==> src/rtl/pe_array_sbd_distributor_pkg.sv <==
// Shared pe_array constants: PE count and payload width defaults, id width derivation,
// drop counter width, and the destination classification used by the distributor.
package pe_array_sbd_distributor_pkg;

  localparam int unsigned PE_NUM_DEFAULT     = 16;
  localparam int unsigned DATA_WIDTH_DEFAULT = 64;
  localparam int unsigned DROP_CNT_WIDTH     = 16;
  localparam logic [DROP_CNT_WIDTH-1:0] DROP_CNT_MAX = '1;

  typedef enum logic [1:0] {
    DestUnicast,
    DestMulticast,
    DestInvalid
  } dest_kind_e;

  // A single PE still needs a one-bit id field.
  function automatic int unsigned pe_id_width(input int unsigned num_pe);
    return (num_pe > 1) ? $clog2(num_pe) : 1;
  endfunction

endpackage

==> src/rtl/sbd_pe_fifo.sv <==
// Per-PE beat buffer: power-of-two ring with an occupancy counter one bit wider than
// the pointers; the head word reads as zero while the buffer is empty.
module sbd_pe_fifo #(
  parameter int unsigned DATA_WIDTH = 64,
  parameter int unsigned FIFO_DEPTH = 4
) (
  input  logic                  clk,
  input  logic                  reset_poweron,
  input  logic                  push,
  input  logic [DATA_WIDTH-1:0] push_data,
  input  logic                  pop,
  output logic                  full,
  output logic                  empty,
  output logic [DATA_WIDTH-1:0] data
);

  localparam int unsigned PTR_W = $clog2(FIFO_DEPTH);
  localparam int unsigned CNT_W = PTR_W + 1;
  localparam logic [CNT_W-1:0] CNT_FULL = CNT_W'(FIFO_DEPTH);

  logic [DATA_WIDTH-1:0] mem [FIFO_DEPTH];
  logic [PTR_W-1:0]      wr_ptr;
  logic [PTR_W-1:0]      rd_ptr;
  logic [CNT_W-1:0]      count;
  logic                  do_push;
  logic                  do_pop;

  assign full    = (count == CNT_FULL);
  assign empty   = (count == '0);
  assign do_push = push && !full;
  assign do_pop  = pop && !empty;
  assign data    = empty ? '0 : mem[rd_ptr];

  always_ff @(posedge clk or posedge reset_poweron) begin
    if (reset_poweron) begin
      wr_ptr <= '0;
      rd_ptr <= '0;
      count  <= '0;
    end else begin
      if (do_push) wr_ptr <= wr_ptr + 1'b1;
      if (do_pop)  rd_ptr <= rd_ptr + 1'b1;
      case ({do_push, do_pop})
        2'b10:   count <= count + 1'b1;
        2'b01:   count <= count - 1'b1;
        default: count <= count;
      endcase
    end
  end

  always_ff @(posedge clk) begin
    if (do_push) mem[wr_ptr] <= push_data;
  end

endmodule

==> src/rtl/pe_array_sbd_distributor.sv <==
// Stack-bus downstream distributor: routes each accepted beat to one PE (unicast) or an
// all-or-nothing set of PEs (multicast); undeliverable beats are dropped and counted.
module pe_array_sbd_distributor
  import pe_array_sbd_distributor_pkg::*;
#(
  parameter int unsigned NUM_PE       = PE_NUM_DEFAULT,
  parameter int unsigned DATA_WIDTH   = DATA_WIDTH_DEFAULT,
  parameter int unsigned FIFO_DEPTH   = 4,
  localparam int unsigned PE_ID_WIDTH = pe_id_width(NUM_PE)
) (
  input  logic                           clk,
  input  logic                           reset_poweron,
  input  logic                           sbd_valid,
  output logic                           sbd_ready,
  input  logic [PE_ID_WIDTH-1:0]         sbd_pe_id,
  input  logic                           sbd_bcast,
  input  logic [NUM_PE-1:0]              sbd_bcast_mask,
  input  logic [DATA_WIDTH-1:0]          sbd_data,
  output logic [NUM_PE-1:0]              pe_valid,
  input  logic [NUM_PE-1:0]              pe_ready,
  output logic [NUM_PE*DATA_WIDTH-1:0]   pe_data,
  input  logic                           err_clr,
  output logic                           err_bad_dest,
  output logic [DROP_CNT_WIDTH-1:0]      drop_cnt
);

  dest_kind_e          kind;
  logic [NUM_PE-1:0]   dest;
  logic [NUM_PE-1:0]   full;
  logic [NUM_PE-1:0]   empty;
  logic [NUM_PE-1:0]   push;
  logic                run_en;
  logic                accept;
  logic                drop;

  always_comb begin
    kind = DestInvalid;
    dest = '0;
    if (sbd_bcast) begin
      dest = sbd_bcast_mask;
      kind = (sbd_bcast_mask == '0) ? DestInvalid : DestMulticast;
    end else if (32'(sbd_pe_id) < NUM_PE) begin
      dest[sbd_pe_id] = 1'b1;
      kind            = DestUnicast;
    end
  end

  // Ready sees only the destination decode and registered full flags, never pe_ready.
  assign sbd_ready = run_en && !(|(dest & full));
  assign accept    = sbd_valid && sbd_ready;
  assign drop      = accept && (kind == DestInvalid);
  assign push      = {NUM_PE{accept}} & dest;

  always_ff @(posedge clk or posedge reset_poweron) begin
    if (reset_poweron) begin
      run_en <= 1'b0;
    end else begin
      run_en <= 1'b1;
    end
  end

  always_ff @(posedge clk or posedge reset_poweron) begin
    if (reset_poweron) begin
      err_bad_dest <= 1'b0;
      drop_cnt     <= '0;
    end else if (err_clr) begin
      err_bad_dest <= drop;
      drop_cnt     <= drop ? DROP_CNT_WIDTH'(1) : '0;
    end else if (drop) begin
      err_bad_dest <= 1'b1;
      if (drop_cnt != DROP_CNT_MAX) drop_cnt <= drop_cnt + 1'b1;
    end
  end

  for (genvar i = 0; i < NUM_PE; i++) begin : g_pe
    assign pe_valid[i] = !empty[i];

    sbd_pe_fifo #(
      .DATA_WIDTH (DATA_WIDTH),
      .FIFO_DEPTH (FIFO_DEPTH)
    ) u_fifo (
      .clk           (clk),
      .reset_poweron (reset_poweron),
      .push          (push[i]),
      .push_data     (sbd_data),
      .pop           (pe_valid[i] && pe_ready[i]),
      .full          (full[i]),
      .empty         (empty[i]),
      .data          (pe_data[i*DATA_WIDTH +: DATA_WIDTH])
    );
  end

endmodule

==> config.mk <==
export PLATFORM = sky130hd
export DESIGN_NAME = pe_array_sbd_distributor
export DESIGN_NICKNAME = d
export VERILOG_FILES = /design/src/rtl/pe_array_sbd_distributor_pkg.sv /design/src/rtl/sbd_pe_fifo.sv /design/src/rtl/pe_array_sbd_distributor.sv
export SDC_FILE = /design/constraint.sdc
export NUM_CORES = 2
export LEC_CHECK = 0
export BUFFER_PORTS_ARGS = -buffer_cell sky130_fd_sc_hd__buf_2
export CAP_MARGIN = 20
export CORE_ASPECT_RATIO = 0.9
export CORE_MARGIN = 8
export CORE_UTILIZATION = 50
export DETAILED_ROUTE_END_ITERATION = 10
export PLACE_DENSITY = 0.76
export SLEW_MARGIN = 30
export SYNTH_ARGS = -nofsm -noshare
export SYNTH_HDL_FRONTEND = slang
export SYNTH_HIERARCHICAL = 1
export SYNTH_SLANG_ARGS = --single-unit
==> constraint.sdc <==
create_clock -name clk -period 4.7 [get_ports clk]
set_clock_uncertainty 0.1 [all_clocks]
set_input_delay 0.94 -clock clk [delete_from_list [all_inputs] [get_ports clk]]
set_output_delay 0.94 -clock clk [all_outputs]
set_load 0.02 [all_outputs]
==> flow_summary.json <==
{
  "cts-buffers-inserted": 398,
  "p_per_area_mw_per_mm2": 628,
  "gr-total-overflow": 0,
  "cp-start-kind": "flop",
  "synth.avg_cell_area_um2": 22.1,
  "cp.arrival_ns": 3.48,
  "maxCapViolCount": 0,
  "numClockSinks": 4226,
  "r2r_start": "g_pe[11].u_fifo/count[2]",
  "crit_fanout": 16,
  "slew_headroom_pct": 25.3,
  "fin_nets": 9102,
  "die_w_um": 618,
  "max-clock-path-buffers": 4,
  "port_buffers": 1162,
  "ys_ff_latch": 4226,
  "drt-initial-drc-count": 13500,
  "routed_wl_um": 489000,
  "leakage_nw": 63.3,
  "antenna_found_initial": 84,
  "die_area_mm2": 0.345,
  "multiInputGateArea_mm2": 0.0344,
  "die_y_um": 558,
  "postSynth.asyncResetShare_pct": 3.08,
  "reg2reg_slack_ns": 0.44,
  "coreArea_mm2": 0.326,
  "io_pins": 1163,
  "path_class": "flop to output pin",
  "routedWlPerCell_um": 36.0,
  "initial_core_util_pct": 50.1,
  "grt_setup_unrepaired": "false",
  "setup-tns-final_ns": 0,
  "synth-main-ff-cell": "edfxtp_1",
  "ir_drop_mv": 0.640,
  "vias": 84200,
  "synthesis.area_mm2": 0.163,
  "drc": 0,
  "ctsHoldBuffers": 0,
  "max_freq_mhz": 221,
  "yosys_warnings": 6,
  "clockRootBuffer": "clkbuf_16",
  "area_growth_pct": 16.2,
  "hpwl_um": 313000,
  "yosysSeqAreaShare_pct": 77.4,
  "hold_violations": 0,
  "post-route-min-period_ns": 4.52,
  "grt_usage_pct": 27.6,
  "drive_above_1_share_pct": 34.8,
  "endpoint_kind": "output pin",
  "clkLatencyLatePin_ns": 0.95,
  "outcome": "completed",
  "fin_crit_sh_pct": 96.1,
  "setup_slack_ns": 0.182,
  "grt_pass1_wl_um": 665000,
  "grt_max_degree": 68,
  "clkTransAtPathRegs_ns": 0.06,
  "synthDistinctLibCells": 55,
  "grt_pass1_vias": 84000,
  "num-fill-cells": 22700,
  "rows": 199,
  "place_congestion": 0.871,
  "tightest_slew_ns": 1.12,
  "drv_slew": 0,
  "worstPathRequired_ns": 3.66,
  "seqCellArea_mm2": 0.126,
  "vias_per_cell": 6.19,
  "place_ws_ns": 0.224,
  "r2r_cells": 18,
  "min_path_type": "input port to async pin",
  "synth-edff-count": 4096,
  "h-tree-depth": 5,
  "synth.net_count": 7575,
  "rr_endpoint": "g_pe[15].u_fifo/count[2]",
  "drtAntennaViolNets": 0,
  "synthCells": 7373,
  "setup_violations": 0,
  "dr.pass1.iters": 8,
  "cts_tree": "built"
}
## kinds of logic (layout without fill, tap and decap cells)
group                    after synthesis  in the layout  synth area share (%)
AO/OA/AOI/OAI                         51             51                 0.249
buffers and inverters                505           2363                  1.64
XOR/XNOR                              96             96                 0.515
other                                  1             51               0.00230
multiplexers                        1067           1067                  14.4
AND/OR/NAND/NOR                     1330           1330                  4.99
adder cells (fa/ha/maj)               97             97                 0.817
flip-flops                          4226           4226                  77.4
## Yosys cell counts, types with 2 or more instances
library cell | number | area (um2)
edfxtp_1 | 4096 | 123000
and2_1 | 1104 | 6910
mux4_2 | 1025 | 23100
inv_1 | 149 | 559
clkbuf_1 | 138 | 518
buf_2 | 135 | 676
dfrtp_1 | 130 | 3250
buf_6 | 81 | 912
ha_1 | 81 | 1010
xnor2_1 | 48 | 420
xor2_1 | 48 | 420
nand2_1 | 43 | 161
nor2b_1 | 42 | 263
nor2_1 | 30 | 113
mux2_2 | 22 | 248
nand3_1 | 22 | 110
nor3_1 | 20 | 100
mux2i_1 | 18 | 180
nor3b_1 | 18 | 135
or3_1 | 18 | 113
fa_1 | 16 | 320
o31ai_1 | 16 | 120
a21oi_1 | 7 | 35.0
nor4_1 | 6 | 37.5
o41ai_1 | 6 | 52.6
nand2b_1 | 5 | 31.3
a22oi_1 | 4 | 30.0
nand4_1 | 4 | 25.0
o21ai_0 | 4 | 20.0
or4_1 | 4 | 30.0
and3_1 | 3 | 18.8
and4_1 | 3 | 26.3
a22o_1 | 2 | 17.5
a31oi_1 | 2 | 12.5
mux2_1 | 2 | 22.5
or4b_1 | 2 | 20.0
## power by group
part	internal [mW]	switching (mW)	total [mW]
Sequential	42.9	2.50	45.4
Combinational	16.2	25.6	41.8
Clock	17.9	14.1	32.0
Total	77.0	42.2	119
## what timing repair did
item / CTS / global route
setup endpoints to repair: 1 / 1
setup buffers: 1 / 0
pin swaps: 0 / 1
gates resized for setup: 2 / 0
## sequential cells by signal (all words and copies together) (netlist names)
name	cells
g_pe.u_fifo/mem	4096
g_pe.u_fifo/count	48
g_pe.u_fifo/rd_ptr	32
g_pe.u_fifo/wr_ptr	32
drop_cnt	16
err_bad_dest	1
run_en	1
## worst max-delay path by stage
stage	endpoint	from	cells after the start	slack [ns]
after global placement	g_pe[1].u_fifo/count[2]	sbd_pe_id[0]	14	0.13
after detailed placement	g_pe[15].u_fifo/count[2]	sbd_pe_id[0]	16	0.22
after CTS	sbd_ready	g_pe[12].u_fifo/count[0]	10	0.07
after global routing	sbd_ready	g_pe[13].u_fifo/count[0]	8	0.009
final	sbd_ready	g_pe[13].u_fifo/count[0]	8	0.18
after floorplan	g_pe[10].u_fifo/mem[2][0]	sbd_pe_id[0]	8	0.02
## per-layer routing
layer  vias to the layer above  global-route usage [%]  wire [um]
li1                      32800                       -          -
met1                     44000                    36.4     167000
met2                      6358                    43.0     227000
met3                      1019                    6.37      61800
met4                         0                    15.4      33500
met5                         -                       0          0
## critical path, cell delays in order, from the launching register on
cell and delay, ns:
dfrtp_1 0.42, nor3b_1 0.61, a22oi_1 0.18, and4_1 0.26, a31oi_2 0.29, buf_4 0.34
nor2_1 0.09, buf_4 0.19, buf_2 0.17
## final cells by class
cell class / instances / area share (%)
Sequential cell: 4226 / 66.6
Multi-Input combinational cell: 2642 / 18.2
Clock buffer: 488 / 5.50
Timing Repair Buffer: 1483 / 5.22
Tap cell: 4321 / 2.85
Clock inverter: 243 / 1.32
Inverter: 149 / 0.295
Antenna cell: 50 / 0.0660
## stage by stage
| stage | hold WS, ns | cell area (um2) | std cells | utilization (%) | power [mW] |
|---|---|---|---|---|---|
| after global placement | 0.365 | 176000 | 12800 | 54.1 | 87.4 |
| after global routing | 0.207 | 190000 | 13600 | 58.2 | 123 |
| after floorplan | 0.347 | 163000 | 7373 | - | 71.2 |
| final | 0.215 | 190000 | 13600 | 58.3 | 119 |
| after detailed placement | 0.370 | 176000 | 12800 | 54.2 | 87.8 |
| after CTS | 0.204 | 189000 | 13500 | 58.2 | 120 |
## cells in the final DEF (no fill, tap or decap), types with 79 or more instances in the layout
master,synthesis,layout
buf_2,135,1098
clkbuf_16,0,401
and2_1,1104,1040
mux4_2,1025,1025
buf_4,1,264
ha_1,81,81
edfxtp_1,4096,4096
inv_1,149,149
buf_12,0,112
clkbuf_1,138,79
dfrtp_1,130,98
clkinv_1,0,89
(Power assumes the default switching activity.)
